--- config.mk ---
export PLATFORM = sky130hd
export DESIGN_NAME = vrased_reset_ctrl_flat
export DESIGN_NICKNAME = d
export VERILOG_FILES = /design/src/rtl/vrased_reset_ctrl_pkg.sv /design/src/rtl/vrased_reset_ctrl_if.sv /design/src/rtl/vrased_reset_ctrl_sat_counter.sv /design/src/rtl/vrased_reset_ctrl.sv /design/src/flat_wrapper.sv
export SDC_FILE = /design/constraint.sdc
export NUM_CORES = 1
export LEC_CHECK = 0
export BUFFER_PORTS_ARGS = -buffer_cell sky130_fd_sc_hd__clkbuf_2
export CORE_AREA = 3 3 48 50
export DETAILED_ROUTE_END_ITERATION = 12
export DIE_AREA = 0 0 51 53
export PLACE_DENSITY_LB_ADDON = 0.25
export SETUP_SLACK_MARGIN = 0.05
export SYNTH_ARGS = -nofsm -noshare
export SYNTH_HDL_FRONTEND = slang
export SYNTH_SLANG_ARGS = --single-unit
--- constraint.sdc ---
create_clock -name clk -period 2 [get_ports clk]
set_input_delay 0.4 -clock clk [delete_from_list [all_inputs] [get_ports clk]]
set_output_delay 0.4 -clock clk [all_outputs]
set_load 0.01 [all_outputs]
--- src/rtl/vrased_reset_ctrl_pkg.sv ---
// Shared VRASED definitions: reset-controller state encoding, vector address, counter widths.
// Latency: n/a (types and constants only).
// Backpressure: n/a.
package vrased_reset_ctrl_pkg;

  // Reset-controller FSM encoding
  typedef enum logic [1:0] {
    ST_RUN      = 2'd0,
    ST_HOLD     = 2'd1,
    ST_WAIT_VEC = 2'd2
  } state_e;

  // Address the CPU fetches its reset vector from
  localparam logic [15:0] RESET_HANDLER_DEF = 16'hfffe;

  // Width of the violation-episode counter
  localparam int VIOL_CNT_W = 8;

  // Bits needed to hold a countdown value of 0..hold
  function automatic int hold_cnt_w(input int hold);
    return $clog2(hold + 1);
  endfunction

endpackage

--- src/rtl/vrased_reset_ctrl_if.sv ---
// Bundle of violation inputs, CPU PC and the reset/cause status returned to the system.
// Latency: n/a (wires only).
// Backpressure: none; every signal is sampled or driven every cycle.
interface vrased_reset_ctrl_if #(
  parameter int NUM_SRC = 4
);
  import vrased_reset_ctrl_pkg::*;

  logic [NUM_SRC-1:0]    viol;
  logic [15:0]           pc;
  logic                  cause_clr;
  logic                  reset;
  logic [NUM_SRC-1:0]    cause;
  logic [VIOL_CNT_W-1:0] viol_cnt;
  logic                  busy;

  // System / monitor side: drives violations and PC, observes the reset status
  modport master (
    output viol, pc, cause_clr,
    input  reset, cause, viol_cnt, busy
  );

  // Reset-controller side
  modport slave (
    input  viol, pc, cause_clr,
    output reset, cause, viol_cnt, busy
  );

endinterface

--- src/rtl/vrased_reset_ctrl_sat_counter.sv ---
// Saturating up-counter with synchronous clear; sticks at all-ones instead of wrapping.
// Latency: count updates one edge after i_inc.
// Backpressure: none; increments beyond the maximum are silently dropped.
module sat_counter
  import vrased_reset_ctrl_pkg::*;
#(
  parameter int W = VIOL_CNT_W
) (
  input  logic         clk,
  input  logic         i_clr,
  input  logic         i_inc,
  output logic [W-1:0] o_cnt
);

  logic [W-1:0] r_cnt;
  logic         w_at_max;

  assign w_at_max = (r_cnt == {W{1'b1}});

  // Clear wins over increment; increment holds once the counter is full
  always_ff @(posedge clk) begin
    if (i_clr) begin
      r_cnt <= '0;
    end else if (i_inc && !w_at_max) begin
      r_cnt <= r_cnt + 1'b1;
    end
  end

  assign o_cnt = r_cnt;

endmodule

--- src/rtl/vrased_reset_ctrl.sv ---
// VRASED reset controller: turns any monitor violation into a held CPU reset until the reset vector is fetched.
// Latency: reset rises the cycle after the violation edge; stays high >= HOLD_CYCLES+1 cycles.
// Backpressure: none; violations during an episode re-arm the hold window instead of stalling.
module vrased_reset_ctrl
  import vrased_reset_ctrl_pkg::*;
#(
  parameter int          NUM_SRC       = 4,
  parameter int          HOLD_CYCLES   = 8,   // legal 1..255
  parameter logic [15:0] RESET_HANDLER = RESET_HANDLER_DEF
) (
  input  logic               clk,
  input  logic               reset_n,
  vrased_reset_ctrl_if.slave bus
);

  localparam int              CNT_W     = hold_cnt_w(HOLD_CYCLES);
  localparam logic [CNT_W-1:0] HOLD_LOAD = CNT_W'(HOLD_CYCLES - 1);

  state_e                r_state;
  state_e                w_state_nxt;
  logic [CNT_W-1:0]      r_hold_cnt;
  logic                  r_reset;
  logic [NUM_SRC-1:0]    r_cause;
  logic [VIOL_CNT_W-1:0] w_viol_cnt;

  logic w_viol_any;
  logic w_at_vec;
  logic w_hold_done;
  logic w_busy;
  logic w_cnt_load;
  logic w_cnt_dec;
  logic w_episode_start;
  logic w_cause_clr_ok;

  assign w_viol_any  = |bus.viol;
  assign w_at_vec    = (bus.pc == RESET_HANDLER);
  assign w_hold_done = (r_hold_cnt == '0);

  // State register; reset_n overrides every other input
  always_ff @(posedge clk) begin
    if (!reset_n) begin
      r_state <= ST_RUN;
    end else begin
      r_state <= w_state_nxt;
    end
  end

  // Next state: any violation (re)enters HOLD, which beats both the hold expiry and the vector fetch
  always_comb begin
    w_state_nxt = r_state;
    case (r_state)
      ST_RUN: begin
        if (w_viol_any) w_state_nxt = ST_HOLD;
      end
      ST_HOLD: begin
        if (w_viol_any)       w_state_nxt = ST_HOLD;
        else if (w_hold_done) w_state_nxt = ST_WAIT_VEC;
      end
      ST_WAIT_VEC: begin
        if (w_viol_any)    w_state_nxt = ST_HOLD;
        else if (w_at_vec) w_state_nxt = ST_RUN;
      end
      default: w_state_nxt = ST_RUN;
    endcase
  end

  // State-decoded controls for the datapath registers
  always_comb begin
    w_busy          = (r_state != ST_RUN);
    w_cnt_load      = w_viol_any;
    w_cnt_dec       = (r_state == ST_HOLD) && !w_hold_done;
    w_episode_start = (r_state == ST_RUN) && w_viol_any;
    w_cause_clr_ok  = (r_state == ST_RUN) && bus.cause_clr;
  end

  // Hold countdown: reloads on every violation, counts down only while holding
  always_ff @(posedge clk) begin
    if (!reset_n) begin
      r_hold_cnt <= '0;
    end else if (w_cnt_load) begin
      r_hold_cnt <= HOLD_LOAD;
    end else if (w_cnt_dec) begin
      r_hold_cnt <= r_hold_cnt - 1'b1;
    end
  end

  // CPU reset request follows the state being entered, so it rises with the HOLD entry edge
  always_ff @(posedge clk) begin
    if (!reset_n) begin
      r_reset <= 1'b0;
    end else begin
      r_reset <= (w_state_nxt != ST_RUN);
    end
  end

  // Sticky cause; a clear in RUN replaces the old value with whatever arrives on the same edge
  always_ff @(posedge clk) begin
    if (!reset_n) begin
      r_cause <= '0;
    end else if (w_cause_clr_ok) begin
      r_cause <= bus.viol;
    end else begin
      r_cause <= r_cause | bus.viol;
    end
  end

  // Episode counter: one count per RUN->HOLD entry, re-arms inside an episode do not count
  sat_counter #(
    .W (VIOL_CNT_W)
  ) u_viol_cnt (
    .clk   (clk),
    .i_clr (!reset_n),
    .i_inc (w_episode_start),
    .o_cnt (w_viol_cnt)
  );

  assign bus.reset    = r_reset;
  assign bus.cause    = r_cause;
  assign bus.viol_cnt = w_viol_cnt;
  assign bus.busy     = w_busy;

endmodule

--- src/flat_wrapper.sv ---
// flat-port wrapper written by rule: the top's interface ports become plain ports
module vrased_reset_ctrl_flat import vrased_reset_ctrl_pkg::*;
#(
  parameter int          NUM_SRC       = 4,
  parameter int          HOLD_CYCLES   = 8,                  
  parameter logic [15:0] RESET_HANDLER = RESET_HANDLER_DEF
)
  (clk, reset_n, bus_viol, bus_pc, bus_cause_clr, bus_reset, bus_cause, bus_viol_cnt, bus_busy);
  vrased_reset_ctrl_if #(.NUM_SRC(NUM_SRC)) bus_i ();
  input  logic clk;
  input  logic reset_n;
  input wire logic [$bits(bus_i.viol)-1:0] bus_viol;
  input wire logic [$bits(bus_i.pc)-1:0] bus_pc;
  input wire logic [$bits(bus_i.cause_clr)-1:0] bus_cause_clr;
  output wire logic [$bits(bus_i.reset)-1:0] bus_reset;
  output wire logic [$bits(bus_i.cause)-1:0] bus_cause;
  output wire logic [$bits(bus_i.viol_cnt)-1:0] bus_viol_cnt;
  output wire logic [$bits(bus_i.busy)-1:0] bus_busy;
  assign bus_i.viol = bus_viol;
  assign bus_i.pc = bus_pc;
  assign bus_i.cause_clr = bus_cause_clr;
  assign bus_reset = bus_i.reset;
  assign bus_cause = bus_i.cause;
  assign bus_viol_cnt = bus_i.viol_cnt;
  assign bus_busy = bus_i.busy;
  vrased_reset_ctrl #(.NUM_SRC(NUM_SRC), .HOLD_CYCLES(HOLD_CYCLES), .RESET_HANDLER(RESET_HANDLER)) u_core (.clk(clk), .reset_n(reset_n), .bus(bus_i));
endmodule
==> metrics.md <==
| Metric | Value |
|---|---|
| Fin cells | 164 |
| Setup crit end kind | flop |
| FF-to-FF Start | u_core.u_viol_cnt.o_cnt[0]$_SDFFE_PN0P_ |
| Maximum VDD drop | 0.000474 V |
| Post-synth top area cell | dfxtp_1 |
| Postcts setup bufs | 0 |
| ANT nets after route | 0 |
| Mapped Area | 888 µm² |
| Crit Path Max Fanout | 4 |
| Pin count of the biggest net entering global routing | 16 |
| Setup_tns | 0 ps |
| Number of synthesized flops with an enable pin | 0 |
| Avg Cell Area, Syn | 9.06 µm² |
| GRT Residual Overflow | 0 |
| Gates resized, CTS repair | 0 |
| Cell count after synthesis | 98 |
| Min-delay worst type | in2reg |
| Clock skew | 0.908 ps |
| Post-route total power | 0.706 mW |
| Nets | 163 |
| DR WL met2 | 880 µm |
| Vias in the first global route | 737 |
| Pwr dens | 630 nW/µm² |
| Share of flip-flops with an asynchronous set or reset | 0 |
| Final core utilization | 0.577 |
| Layout cells sized above 1 | 0.321 |
| Leak | 0.493 nW |
| Core region area | 1940 µm² |
| Vias | 854 |
| Synth top area share | 0.428 |
| Yosys warns | 0 |
| Port Buffers | 36 |
| Drt pass-1 iters | 4 |
| Root Driver | clkbuf_4 |
| First-pass GRT wire length | 2940 µm |
| FP Rows | 16 |
| DP Cell Count | 160 |
| N_diodes | 0 |
| Status | complete, no violations |
| Maximum clock insertion buffer count | 2 |
| Die W | 51 µm |
| Min Tclk post-route | 1600 ps |
| Met3 wire len | 163 µm |
| Max Slew Vio Count | 0 |
| Initial drt markers | 2 |
| Most used flip-flop cell after synthesis | dfxtp_1 |
| Wl on met1 | 846 µm |
| GRT Total Usage | 0.147 |
| Initial antenna violation count | 0 |
| RSZ-0062 raised after global routing | false |
| Min-delay src | reset_n |
| Tightest Pin Transition | 486 ps |
| Final hold violations | 0 |
| Seq cells post-synth | 19 |
| Required time worst endpoint | 2230 ps |
| DRC | 0 |
| Synth top area cells | dfxtp_1 43%, a21oi_1 6.2%, nor2_1 4.2% |
| Worst hold endpoint | u_core.u_viol_cnt.o_cnt[7]$_SDFFE_PN0P_ |
| Htree depth | 1 |
| Routability cong. | 0.753 |
| Register area | 380 µm² |
| Multi-input gate area | 467 µm² |
| Filler Cell Count | 180 |
| Avg Vias per Cell | 5.21 |
| CTS Hold Bufs | 0 |
| Routed wire per std cell | 11.8 µm |
| Syn nets | 123 |
| Max_cap viols | 0 |
| TritonCTS clock tree | yes |
| Clock Pin Slew Worst Setup and Hold Paths | 110 ps |
| Total Wirelength | 1930 µm |
| Hold path depth | 2 |
| Slew headroom | 0.676 |
| R2R setup slack | 400 ps |
| Arr. time, crit path | 1840 ps |
| Initial Util | 0.457 |
| CTS Buf Count | 3 |
| R2R cell count | 5 |
| Uppermost layer routed | met4 |
| Seq/Total Area, Yosys | 0.428 |
| Die area | 2700 µm² |
| Top-count cell post-synth | dfxtp_1 |
| FF-to-FF End | u_core.u_viol_cnt.o_cnt[6]$_SDFFE_PN0P_ |
| Clock Sinks | 19 |
| Top post-synthesis cells by count | 19 x dfxtp_1, 11 x a21oi_1, 10 x nor2_1 |
| Final Cycle Share | 0.801 |
| Setup violators final | 0 |
| Clock latency on the worst-skew pair | 300 ps |
| I/O pins | 37 |
| WS Path Type | reg2reg |
| Distinct cells, synth | 35 |
| Crit start category | flop |
| Max Freq | 0.624 GHz |
| HPWL Detailed | 1530 µm |
| Chip Height | 53 µm |
| Area growth syn-to-layout | 26.2% |
## per-stage QoR
step           hold slack, ps  area, µm²  setup slack (ps)
5_1_grt                   333       1120               301
2_1_floorplan             517        888               483
4_1_cts                   328       1120               387
6_report                  339       1120               398
3_3_place_gp              476       1090               398
3_5_place_dp              484       1090               375
## final cells by class
type,count,share of cell area
multi-input combinational,70,0.416
sequential,19,0.339
timing repair buffer,37,0.167
tap,27,0.0301
clock buffer,4,0.0234
inverter,7,0.0234
## sequential cells by signal (all words and copies together), names as in the netlist
signal	flops
u_core.u_viol_cnt.o_cnt	8
u_core.r_hold_cnt	4
u_core.bus.cause	4
u_core.bus.reset	1
u_core.r_state	2
## cells by family after synthesis
kind of cell	Yosys count	synth area share
and+or+nand+nor	40	0.256
adders and majority gates	2	0.0282
DFF	19	0.428
xor gates and xnor gates	6	0.0592
muxes	1	0.0113
AOI/OAI and AO/OA	21	0.170
buffers and inverters	9	0.0465
## critical path, cell delays in order (launching register included)
cell       delay [ps]
dfxtp_1           390
ha_1              190
nand3_1           160
nand4bb_1         310
or3_1             350
a21oi_1           130
## how the worst max path moves through the flow
stage	start	end	slack (ps)	depth (start not counted)
detailed placement	bus_viol[1]	u_core.u_viol_cnt.o_cnt[1]$_SDFFE_PN0P_	370	5
floorplan	u_core.u_viol_cnt.o_cnt[0]$_SDFFE_PN0P_	u_core.u_viol_cnt.o_cnt[6]$_SDFFE_PN0P_	480	5
global placement	bus_viol[1]	u_core.u_viol_cnt.o_cnt[1]$_SDFFE_PN0P_	400	5
CTS	u_core.u_viol_cnt.o_cnt[0]$_SDFFE_PN0P_	u_core.u_viol_cnt.o_cnt[6]$_SDFFE_PN0P_	390	5
global route	u_core.u_viol_cnt.o_cnt[0]$_SDFFE_PN0P_	u_core.u_viol_cnt.o_cnt[6]$_SDFFE_PN0P_	300	5
finish	u_core.u_viol_cnt.o_cnt[0]$_SDFFE_PN0P_	u_core.u_viol_cnt.o_cnt[6]$_SDFFE_PN0P_	400	5
## where the power goes
group	switching (mW)	leakage [nW]	internal, mW
clock network	0.120	0.0150	0.0777
logic	0.0507	0.321	0.0483
registers	0.0141	0.157	0.395
## layout by cell type (no fill, tap or decap), types with 2 or more instances in the layout
master    netlist  layout
clkbuf_2        0      36
dfxtp_1        19      19
a21oi_1        11      11
nor2_1         10      10
inv_1           7       7
nand2_1         4       4
nand3_1         4       4
nand4_1         4       4
xnor2_1         3       3
nor3_1          3       3
xor2_1          3       3
clkbuf_4        0       3
nor4_1          2       2
and3_1          2       2
o21ai_0         2       2
or3_1           2       2
ha_1            2       2
## layer usage
| metal | global-route usage | vias to the layer above |
|---|---|---|
| met5 | 0 | - |
| met4 | 0.0942 | 0 |
| met3 | 0.0366 | 6 |
| met2 | 0.258 | 37 |
| met1 | 0.157 | 379 |
| li1 | - | 432 |
Note: power is estimated with default switching activity, not from simulation.
